**config.mk**
```make
export PLATFORM = sky130hd
export DESIGN_NAME = param_array_streamer
export DESIGN_NICKNAME = d
export VERILOG_FILES = /design/src/rtl/param_array_streamer_pkg.sv /design/src/rtl/param_array_streamer_if.sv /design/src/rtl/param_array_streamer_regfile.sv /design/src/rtl/param_array_streamer.sv
export SDC_FILE = /design/constraint.sdc
export NUM_CORES = 1
export LEC_CHECK = 0
export ABC_CLOCK_PERIOD_IN_PS = 2090
export BUFFER_PORTS_ARGS = -buffer_cell sky130_fd_sc_hd__buf_4
export CELL_PAD_IN_SITES_DETAIL_PLACEMENT = 0
export CELL_PAD_IN_SITES_GLOBAL_PLACEMENT = 1
export CORE_MARGIN = 5
export CORE_UTILIZATION = 43
export DETAILED_ROUTE_END_ITERATION = 6
export GPL_ROUTABILITY_DRIVEN = 0
export GPL_TIMING_DRIVEN = 0
export MAX_ROUTING_LAYER = met4
export PLACE_DENSITY_LB_ADDON = 0.1
export SYNTH_ARGS = -nofsm -noshare
export SYNTH_HDL_FRONTEND = slang
export SYNTH_SLANG_ARGS = --single-unit
```
**constraint.sdc**
```tcl
create_clock -name clock -period 2.09 [get_ports clock]
set_input_delay 0.3135 -clock clock [delete_from_list [all_inputs] [get_ports clock]]
set_output_delay 0.3135 -clock clock [all_outputs]
set_load 0.005 [all_outputs]
```
**src/rtl/param_array_streamer_pkg.sv**
```systemverilog
// Shared types and helpers for the parameter readback stream.
// Holds the burst state encoding and the index-width rule.
package param_stream_pkg;

  typedef enum logic {
    IDLE,
    SEND
  } state_e;

  function automatic int dest_width(input int n);
    return ($clog2(n) > 0) ? $clog2(n) : 1;
  endfunction

endpackage

```
**src/rtl/param_array_streamer_if.sv**
```systemverilog
// AXI-stream style bundle carrying one parameter entry per beat.
// Master drives data/dest/valid/tlast; slave returns ready.
interface param_array_streamer_if #(
  parameter int DW = 32,
  parameter int TW = 2
);
  logic [DW-1:0] data;
  logic [TW-1:0] dest;
  logic          valid;
  logic          ready;
  logic          tlast;

  modport master (
    output data,
    output dest,
    output valid,
    output tlast,
    input  ready
  );

  modport slave (
    input  data,
    input  dest,
    input  valid,
    input  tlast,
    output ready
  );
endinterface

```
**src/rtl/param_array_streamer_regfile.sv**
```systemverilog
// Parameter entry array: reloads INIT_VALUES on reset,
// range-checked write port, combinational read port.
module param_entry_regfile #(
  parameter int                              DATA_WIDTH  = 32,
  parameter int                              N_PARAMS    = 4,
  parameter int                              DEST_WIDTH  = 2,
  parameter logic [N_PARAMS*DATA_WIDTH-1:0]  INIT_VALUES = '0
) (
  input  logic                  clock,
  input  logic                  reset,
  input  logic                  wr_valid,
  input  logic [DEST_WIDTH-1:0] wr_addr,
  input  logic [DATA_WIDTH-1:0] wr_data,
  input  logic [DEST_WIDTH-1:0] rd_addr,
  output logic [DATA_WIDTH-1:0] rd_data
);

  logic [DATA_WIDTH-1:0] mem [N_PARAMS];
  logic                  wr_ok;

  assign wr_ok = (int'(wr_addr) < N_PARAMS);

  always_ff @(posedge clock) begin
    if (reset) begin
      for (int i = 0; i < N_PARAMS; i++) begin
        mem[i] <= INIT_VALUES[i*DATA_WIDTH +: DATA_WIDTH];
      end
    end else if (wr_valid && wr_ok) begin
      mem[wr_addr] <= wr_data;
    end
  end

  assign rd_data = mem[rd_addr];

endmodule

```
**src/rtl/param_array_streamer.sv**
```systemverilog
// Streams the parameter entry array as one burst per start,
// tdest = entry index, tlast on the final entry.
module param_array_streamer
  import param_stream_pkg::*;
#(
  parameter int                             DATA_WIDTH  = 32,
  parameter int                             N_PARAMS    = 4,
  parameter int                             DEST_WIDTH  = dest_width(N_PARAMS),
  parameter logic [N_PARAMS*DATA_WIDTH-1:0] INIT_VALUES = '0
) (
  input  logic                  clock,
  input  logic                  reset,
  input  logic                  start,
  output logic                  busy,
  output logic                  done,
  input  logic                  wr_valid,
  input  logic [DEST_WIDTH-1:0] wr_addr,
  input  logic [DATA_WIDTH-1:0] wr_data,
  output logic                  m_valid,
  input  logic                  m_ready,
  output logic [DATA_WIDTH-1:0] m_data,
  output logic [DEST_WIDTH-1:0] m_dest,
  output logic                  m_tlast
);

  localparam logic [DEST_WIDTH-1:0] LAST = DEST_WIDTH'(N_PARAMS - 1);

  param_array_streamer_if #(
    .DW(DATA_WIDTH),
    .TW(DEST_WIDTH)
  ) axis ();

  state_e                state_q, state_d;
  logic [DEST_WIDTH-1:0] idx_q, idx_d;
  logic                  done_q, done_d;
  logic                  load;
  logic                  hs;
  logic [DATA_WIDTH-1:0] rd_data;
  logic [DATA_WIDTH-1:0] data_q;
  logic [DEST_WIDTH-1:0] dest_q;
  logic                  tlast_q;
  logic                  valid;

  param_entry_regfile #(
    .DATA_WIDTH (DATA_WIDTH),
    .N_PARAMS   (N_PARAMS),
    .DEST_WIDTH (DEST_WIDTH),
    .INIT_VALUES(INIT_VALUES)
  ) u_regfile (
    .clock   (clock),
    .reset   (reset),
    .wr_valid(wr_valid),
    .wr_addr (wr_addr),
    .wr_data (wr_data),
    .rd_addr (idx_d),
    .rd_data (rd_data)
  );

  assign hs = valid & axis.ready;

  always_ff @(posedge clock) begin
    if (reset) begin
      state_q <= IDLE;
      idx_q   <= '0;
      done_q  <= 1'b0;
    end else begin
      state_q <= state_d;
      idx_q   <= idx_d;
      done_q  <= done_d;
    end
  end

  // Start is ignored in the done cycle as well as while sending.
  always_comb begin
    state_d = state_q;
    idx_d   = idx_q;
    done_d  = 1'b0;
    load    = 1'b0;
    case (state_q)
      IDLE: begin
        if (start && !done_q) begin
          state_d = SEND;
          idx_d   = '0;
          load    = 1'b1;
        end
      end
      SEND: begin
        if (hs) begin
          if (idx_q == LAST) begin
            state_d = IDLE;
            done_d  = 1'b1;
          end else begin
            idx_d = idx_q + DEST_WIDTH'(1);
            load  = 1'b1;
          end
        end
      end
      default: state_d = IDLE;
    endcase
  end

  // Beat is captured on load so later entry writes cannot disturb it.
  always_ff @(posedge clock) begin
    if (reset) begin
      data_q  <= '0;
      dest_q  <= '0;
      tlast_q <= 1'b0;
    end else if (load) begin
      data_q  <= rd_data;
      dest_q  <= idx_d;
      tlast_q <= (idx_d == LAST);
    end else if (done_d) begin
      data_q  <= '0;
      dest_q  <= '0;
      tlast_q <= 1'b0;
    end
  end

  always_comb begin
    valid = (state_q == SEND);
    busy  = (state_q == SEND);
    done  = done_q;
  end

  assign axis.data  = data_q;
  assign axis.dest  = dest_q;
  assign axis.valid = valid;
  assign axis.tlast = tlast_q;
  assign axis.ready = m_ready;

  assign m_data  = axis.data;
  assign m_dest  = axis.dest;
  assign m_valid = axis.valid;
  assign m_tlast = axis.tlast;

endmodule

```
Yosys cells after proc, flatten, opt, wreduce, memory -nomap -nowiden:

Memory sizes are Yosys's and may differ from the RTL's.
Index checks and enable logic that the tools add are counted.

* add/sub/neg operators: 1
* equality and inequality tests: 2
* mux-type cells: 27
* bitwise gates (word level): 2
* reduce and logical (&&, ||, !) cells: 4

Operator list (count)
* 32-bit two-way mux: 3
* 32-bit OR reduction: 1
* 1-bit two-way mux: 15
* 2-bit two-way mux: 6
* 2-bit == test, second input constant: 2
* 1-bit case mux with 2 select lines: 2
* 2-bit case mux with 2 select lines: 1
* 2-bit by 1-bit adder with 2-bit output, second input constant: 1
* 2-bit nonzero test: 1
* 1-bit AND: 1
* 1-bit logical AND: 1
* 1-bit zero test: 1
* 1-bit inverter: 1

* bits in registers: 39
* RAM bits: 128
* input port bits: 39
* output and inout bits: 38
* memories kept: 1

Memories
* u_regfile.mem: depth 4, width 32, rd ports 1, clocked after memory_dff 0, wr ports 4, RTL line param_array_streamer_regfile.sv:18 `logic [DATA_WIDTH-1:0] mem [N_PARAMS];`

Longest topological paths before layout:

Gate-level depths: netlist of run 1.

* word-level depth: 6
* gate-level depth with buffers: 9
* depth with buffers taken out: 4

Cells and area by module:

From an unflattened synthesis of run 1, not the netlist that was laid out.

* cell total of the unflattened synthesis: 424
* area total of the unflattened synthesis: 6957.9 um^2

Modules (own cells, without submodules)
* param_entry_regfile: instances 1, cells each 317, area each 5621.6 um^2, sequential area each 3843.7 um^2
* param_array_streamer: instances 1, cells each 107, area each 1336.3 um^2, sequential area each 780.7 um^2

Worst setup path after synthesis of run 1:

Ideal clock, no wire load.

* path type: flip-flop to flip-flop
* start: reg state_q (netlist: busy)
* end: reg data_q[10] (netlist: m_data[10])
* setup time: 0.138 ns
* arrival time: 1.866 ns
* setup slack: 0.087 ns
* cell stages (with the launch flop): 10
* buffers on the path: 5
* path through: dfxtp_1 > buf_6 > or3b_1 > buf_2 > a22o_1 > buf_2 > buf_6 > buf_6 > mux2i_1 > o221ai_1

* word-level cells in the longest chain between the ends: 5
* elaborated cells on any way between the ends: 11
* those cells by class: mux: 7; bitwise: 2; reduce/logical: 1; memory: 1

Ends and longest elaborated chain
* start: declaration: RTL line param_array_streamer.sv:33 `state_e state_q, state_d;`
* start signal: assignment: RTL line param_array_streamer.sv:67 `state_q <= state_d;`
* 1-bit AND: RTL line param_array_streamer.sv:59 `assign hs = valid & axis.ready;`
* 2-bit two-way mux: RTL line param_array_streamer.sv:88 `if (hs) begin`
* 2-bit case mux with 2 select lines: RTL line param_array_streamer.sv:79 `case (state_q)`
* memory read 4 x 32 bit
* 32-bit two-way mux: RTL line param_array_streamer.sv:108 `end else if (load) begin`
* end signal: assignment: RTL line param_array_streamer.sv:109 `data_q <= rd_data;`
* end: declaration: RTL line param_array_streamer.sv:39 `logic [DATA_WIDTH-1:0] data_q;`

Parallel ways exist; a longest one is shown, timed or not.
A chain may end at the register's enable or synchronous reset.

Worst setup path in the final report of run 1:

* start: reg state_q (netlist: busy)
* end: reg data_q[13] (netlist: m_data[13])

The elaborated chain is that of the path after synthesis.

==> flow_summary.yaml, run 1 <==
outcome:
  status: "finished, final reports clean"
cts:
  clock-sinks: 167
  clk_latency_ps: 420
  worst_setup_hold_path_clk_slew_ps: 60
  h-tree-depth: 4
  cts_tree: "built"
  ctsLongestPathBuffers: 2
  root_buffer: "clkbuf_16"
  cts-hold-fix-buffers: 0
  cts_buffers: 17
pwr:
  p_sw_share_pct: 21.3
  powerDensity_nw_per_um2: 916
  p_comb_share_pct: 7.9
  p_leak_uw: 0.00312
  vdd_drop_max_v: 0.000619
  p_clk_share_pct: 42.8
  p_total_uw: 7950
  switching_power_uw: 1690
  seq_power_share_pct: 49.4
  p_int_uw: 6260
yosys:
  synth_edf_count: 128
  synth_top_family_by_area: "simple AND/OR/NAND/NOR gates"
  synth_async_sr_flop_share_pct: 0
  synth_area_sq_um: 7020
  synth_fp_nets: 559
  synth-xor-area-share_pct: 0.125
  synth-warning-count: 0
  yosysSeqAreaShare_pct: 65.9
  synthMuxAreaShare_pct: 7.98
  synth_simple_gate_area_share_pct: 16.2
  synthAdderAreaFrac_pct: 0
  avgSynthCellArea_sq_um: 13.5
  ys.flop_type: "edfxtp_1"
  synth_compound_gate_area_share_pct: 7.22
  ys_ff_latch: 167
  synth.distinct_cells: 40
  syn_inst: 520
worst_setup_path:
  cpMaxStageDelayCell: "or3b_1"
  crit_fanout: 10
  slowest_delay_ps: 380
  criticalPathCategory: "register to register"
  worst_ep_arrival_time_ps: 2320
  required_ps: 2380
  crit_top_cell: "buf_6"
  critPathCaptureType: "register"
  cp_cell_sequence: "buf_6, or3b_1, buf_6, a22o_1, buf_6, buf_6, mux2i_2, o221ai_2"
  setup.worst_path.start_class: "register"
floorplanning:
  core_sq_um: 15900
  rows: 46
  initial_core_util_pct: 44.0
  top_level_ports: 77
  die_w_microns: 138
  die_h_microns: 138
  die_area_sq_um: 19000
place:
  dp_hpwl_microns: 10200
  port_buffers: 75
  placed_cells: 812
  detailed_place.area_sq_um: 7890
layout:
  final_cell_mix: "and2_1, edfxtp_1, buf_4, mux2i_1, dfxtp_1"
  fin_cells: 843
  area_delta_synth_final_pct: 23.7
  design_area_sq_um: 8690
  final_common_cell: "and2_1"
  nets: 653
  n_antenna_cell: 0
  fin_util_pct: 54.5
  drive_gt1_share_pct: 23.3
grt:
  grt_overflow: 0
  antenna_found_initial: 0
  grt_max_degree: 33
  grt_pass1_wl_microns: 24600
  grtUsageTotal_pct: 18.2
  grt_pass1_vias: 4466
routing:
  dr.first_iter.drc_count: 224
  routed_via_density: 5.17
  routed_wirelength_microns: 16600
  drc: 0
  avgRoutedWirePerCell_microns: 19.7
  drt_first_pass_iters: 4
  via_count: 4356
  drtAntennaViolNets: 0
run:
  cap_viol_max_count: 0
timing:
  fin_crit_sh_pct: 97.3
  tightest_slew_ps: 1060
  clock_skew_ps: 9.82
  setup_viol: 0
  drv_slew: 0
  slew_headroom_pct: 29.6
  hold_viol_final: 0
  fmax_ghz: 0.491
  final.setup.tns_ps: 0
  timing.final.crit_period_ps: 2030
hold_path:
  hp-class: "input pin to register"
## final cells by class
cell class | count | area [sq um]
inverter | 3 | 11.3
tap | 216 | 270
multi-input combinational | 313 | 2300
buffer | 35 | 219
clock inverter | 14 | 205
timing repair buffer | 77 | 616
clock buffer | 18 | 439
sequential | 167 | 4630
fill | 1398 | 7260
## kinds of logic after synthesis
family                    after synthesis
AOI/OAI and AO/OA                      63
muxes                                  56
buffers and inverters                  40
and+or+nand+nor                       193
DFF                                   167
xor gates and xnor gates                1
## cells in the mapped netlist, drive strengths merged (3+ instances only)
library cell	number	area, sq um
a21bo	4	40.0
nor4b	7	61.3
edfxtp	128	3840
o311ai	3	26.3
nor3	4	20.0
a2bb2oi	4	35.0
a211oi	3	22.5
nor3b	4	35.0
nand2	35	131
a21oi	3	15.0
dfxtp	39	781
mux2i	56	561
nor2	4	15.0
inv	3	11.3
o221ai	28	245
o21ai	6	30.0
and2	129	807
a31oi	4	25.0
buf	12	80.1
clkbuf	25	93.8
## power by group through the flow
stage / logic (uW) / clock network (uW) / registers (uW)
after floorplan: 298 / 0 / 3970
after CTS: 627 / 3450 / 3920
final: 625 / 3400 / 3930
after detailed placement: 610 / 0 / 4000
after global routing: 684 / 3590 / 3950
after global placement: 587 / 0 / 3990
## state kept, by name, indices dropped and copies added, names as in the netlist
name,cells
u_regfile.mem,128
m_tlast,1
idx_q,2
busy,1
m_data,32
m_dest,2
done,1
## critical path: cells and delay by family, from the launching register on
family                 cells  cell delay, ps
buffers and inverters      4             610
flip-flops                 1             340
AND/OR/NAND/NOR            1             380
AO/OA/AOI/OAI              2             360
multiplexers               1             210
## routing by layer
layer  share of wire [%]  up-vias  global-route usage [%]
met5                   0        -                       -
met4                0.55        0                    5.71
met1                  43     2156                    22.5
met2                  51       95                    30.9
li1                    -     2098                       -
met3                 4.7        7                    2.99
## stage by stage
| step | hold slack (ps) | setup WS (ps) |
|---|---|---|
| 3_5_place_dp | 443 | -752 |
| 5_1_grt | 184 | -0.749 |
| 4_1_cts | 176 | 8.00 |
| 6_report | 187 | 55.4 |
| 3_3_place_gp | 445 | -707 |
| 2_1_floorplan | 449 | 86.6 |
## timing repair
item | CTS | global route
cloned | 0 | 1
resized for setup | 24 | 17
buffers inserted | 0 | 0
pin swaps | 0 | 2
endpoints found under the setup margin | 95 | 65
## path summary, 6_finish.rpt
path | startpoint | end | slack [ps] | depth (start not counted)
setup reg to reg | busy | m_data[13] | 60 | 8
hold / removal | wr_data[20] | u_regfile.mem[3][20] | 190 | 2
setup / recovery | busy | m_data[13] | 60 | 8
hold reg to reg | m_data[28] | m_data[28] | 450 | 2
Note: power is estimated with default switching activity, not from simulation.
==> run 2, diff against run 1 <==
--- a/config.mk
+++ b/config.mk
@@ -5,7 +5,6 @@
 export SDC_FILE = /design/constraint.sdc
 export NUM_CORES = 1
 export LEC_CHECK = 0
-export ABC_CLOCK_PERIOD_IN_PS = 2090
 export BUFFER_PORTS_ARGS = -buffer_cell sky130_fd_sc_hd__buf_4
 export CELL_PAD_IN_SITES_DETAIL_PLACEMENT = 0
 export CELL_PAD_IN_SITES_GLOBAL_PLACEMENT = 1
@@ -16,6 +15,7 @@
 export GPL_TIMING_DRIVEN = 0
 export MAX_ROUTING_LAYER = met4
 export PLACE_DENSITY_LB_ADDON = 0.1
+export RECOVER_POWER = 100
 export SYNTH_ARGS = -nofsm -noshare
 export SYNTH_HDL_FRONTEND = slang
 export SYNTH_SLANG_ARGS = --single-unit
==> run 2 against run 1 <==
Effect of this change:
- sequential power about the same
- global-route usage did not move
- die area did not move
- register-to-register slack about the same
- count of clock-buffer cells in the layout did not move
- core utilization fell by 0.37 points
- first-iteration DRC count increased by 4.9%
- sequential cell count stayed put
- non-clock buffer count stayed put
- largest power group unchanged
- highest routed layer unchanged
==> flow_summary.yaml, run 2 (synthesized netlist as in run 1, its figures left out) <==
routing:
  avgRoutedWirePerCell_microns: 19.7
  drtAntennaViolNets: 0
  via_count: 4393
  drc: 0
  dr.first_iter.drc_count: 235
  routed_via_density: 5.21
  routed_wirelength_microns: 16600
  drt_first_pass_iters: 4
layout:
  largest-register: "u_regfile.mem"
  n_antenna_cell: 0
  multi_input_area_sq_um: 2300
  nets: 653
  final_cell_mix: "edfxtp_1, and2_0, and2_1, mux2i_1"
  design_area_sq_um: 8630
  regArea_sq_um: 4630
  final_common_cell: "edfxtp_1"
  fillers: 1413
  largest_register_ff_count: 128
  drive_gt1_share_pct: 22.8
  area_delta_synth_final_pct: 22.9
grt:
  grt_pass1_wl_microns: 24600
  antenna_found_initial: 0
  grt_overflow: 0
  grt_pass1_vias: 4466
  grt_max_degree: 33
  grtUsageTotal_pct: 18.2
timing:
  setup_viol: 0
  slew_headroom_pct: 28.5
  clock_skew_ps: 6.44
  fmax_ghz: 0.495
  hold_viol_final: 0
  fin_crit_sh_pct: 96.7
  timing.final.crit_period_ps: 2020
  drv_slew: 0
  rsz0062_at_grt: "no"
  tightest_slew_ps: 1070
cts:
  cts_tree: "built"
  ctsLongestPathBuffers: 2
  worst_setup_hold_path_clk_slew_ps: 60
  post_cts_buffers: 0
  h-tree-depth: 4
  clk_latency_ps: 420
  clock-sinks: 167
  root_buffer: "clkbuf_16"
  cts_buffers: 17
pwr:
  p_leak_uw: 0.00302
  vdd_drop_max_v: 0.000626
  p_total_uw: 7940
  powerDensity_nw_per_um2: 920
worst_setup_path:
  setup.worst_path.start_class: "register"
  required_ps: 2370
  critPathCaptureType: "register"
  criticalPathCategory: "register to register"
  crit_fanout: 10
  worst_ep_arrival_time_ps: 2300
floorplanning:
  die_area_sq_um: 19000
  top_level_ports: 77
  core_sq_um: 15900
  rows: 46
  initial_core_util_pct: 44.0
  die_h_microns: 138
  die_w_microns: 138
place:
  detailed_place.area_sq_um: 7890
  port_buffers: 75
  dp_hpwl_microns: 10200
hold_path:
  hp-class: "input pin to register"
run:
  cap_viol_max_count: 0
outcome:
  status: "finished, final reports clean"
## run 2: changes by cell type in the layout (fill, tap and decap cells not counted), moves of 2 or more
cell	delta
buf_4	-38
buf_6	+3
and2_0	+66
and2_1	-66
clkbuf_1	+2
clkbuf_4	+36
## run 2: path summary, 6_finish.rpt
| check | cells after the start | to | startpoint | slack [ps] |
|---|---|---|---|---|
| worst max-delay path | 8 | m_data[11] | busy | 70 |
| worst min-delay path | 2 | u_regfile.mem[3][15] | wr_data[15] | 190 |
| worst max register to register | 8 | m_data[11] | busy | 70 |
| worst min register to register | 2 | m_data[28] | m_data[28] | 450 |
## run 2: timing repair
| action | 4_1_cts | 5_1_grt |
|---|---|---|
| pin swaps | 0 | 2 |
| endpoints found under the hold margin | 0 | 0 |
| setup endpoints to repair | 95 | 65 |
| gates resized for setup | 24 | 17 |
| gates cloned | 0 | 1 |
| hold buffers | 0 | 0 |
## run 2: layout make-up
| cell class | instances | area share (%) |
|---|---|---|
| flip-flops and latches | 167 | 53.6 |
| multi-input cells | 313 | 26.6 |
| repair buffers | 77 | 6.63 |
| clock buffers | 18 | 5.09 |
| well taps | 216 | 3.13 |
| plain buffers | 35 | 2.39 |
| clock inverters | 14 | 2.38 |
| inverters | 3 | 0.131 |
## run 2: power breakdown
part           internal (uW)  leakage, uW  total, uW  switching, uW
logic                    271      0.00114        609            338
registers               3840      0.00157       3930           91.1
clock network           2140     0.000309       3400           1260
## run 2: through the flow
step                TNS (ps)  hold WS, ps  setup slack, ps  util (%)  instances
floorplan                  0          449             86.6         -        520
global placement      -78350          445             -707      49.3        811
detailed placement    -72890          443             -752      49.5        812
CTS                        0          176             8.00      53.9        842
global route               0          184            0.157      54.1        843
finish                     0          193             68.1      54.1        843
## run 2: routing by layer
layer  GRT usage (%)  share of wire, %  vias up  wire length [microns]
met2            30.9                51       74                   8380
met4            5.71               1.3        0                    217
met3            2.99               3.1       19                    521
met5               -                 0        -                      0
li1                -                 -     2102                      -
met1            22.5                45     2198                   7440
## run 2: critical path, cell delays in order (launching register included)
cell and delay [ps]:
dfxtp_2 340, buf_6 140, or3b_1 380, buf_6 150, a22o_1 240, buf_6 140
buf_8 160, mux2i_1 180, o221ai_1 150
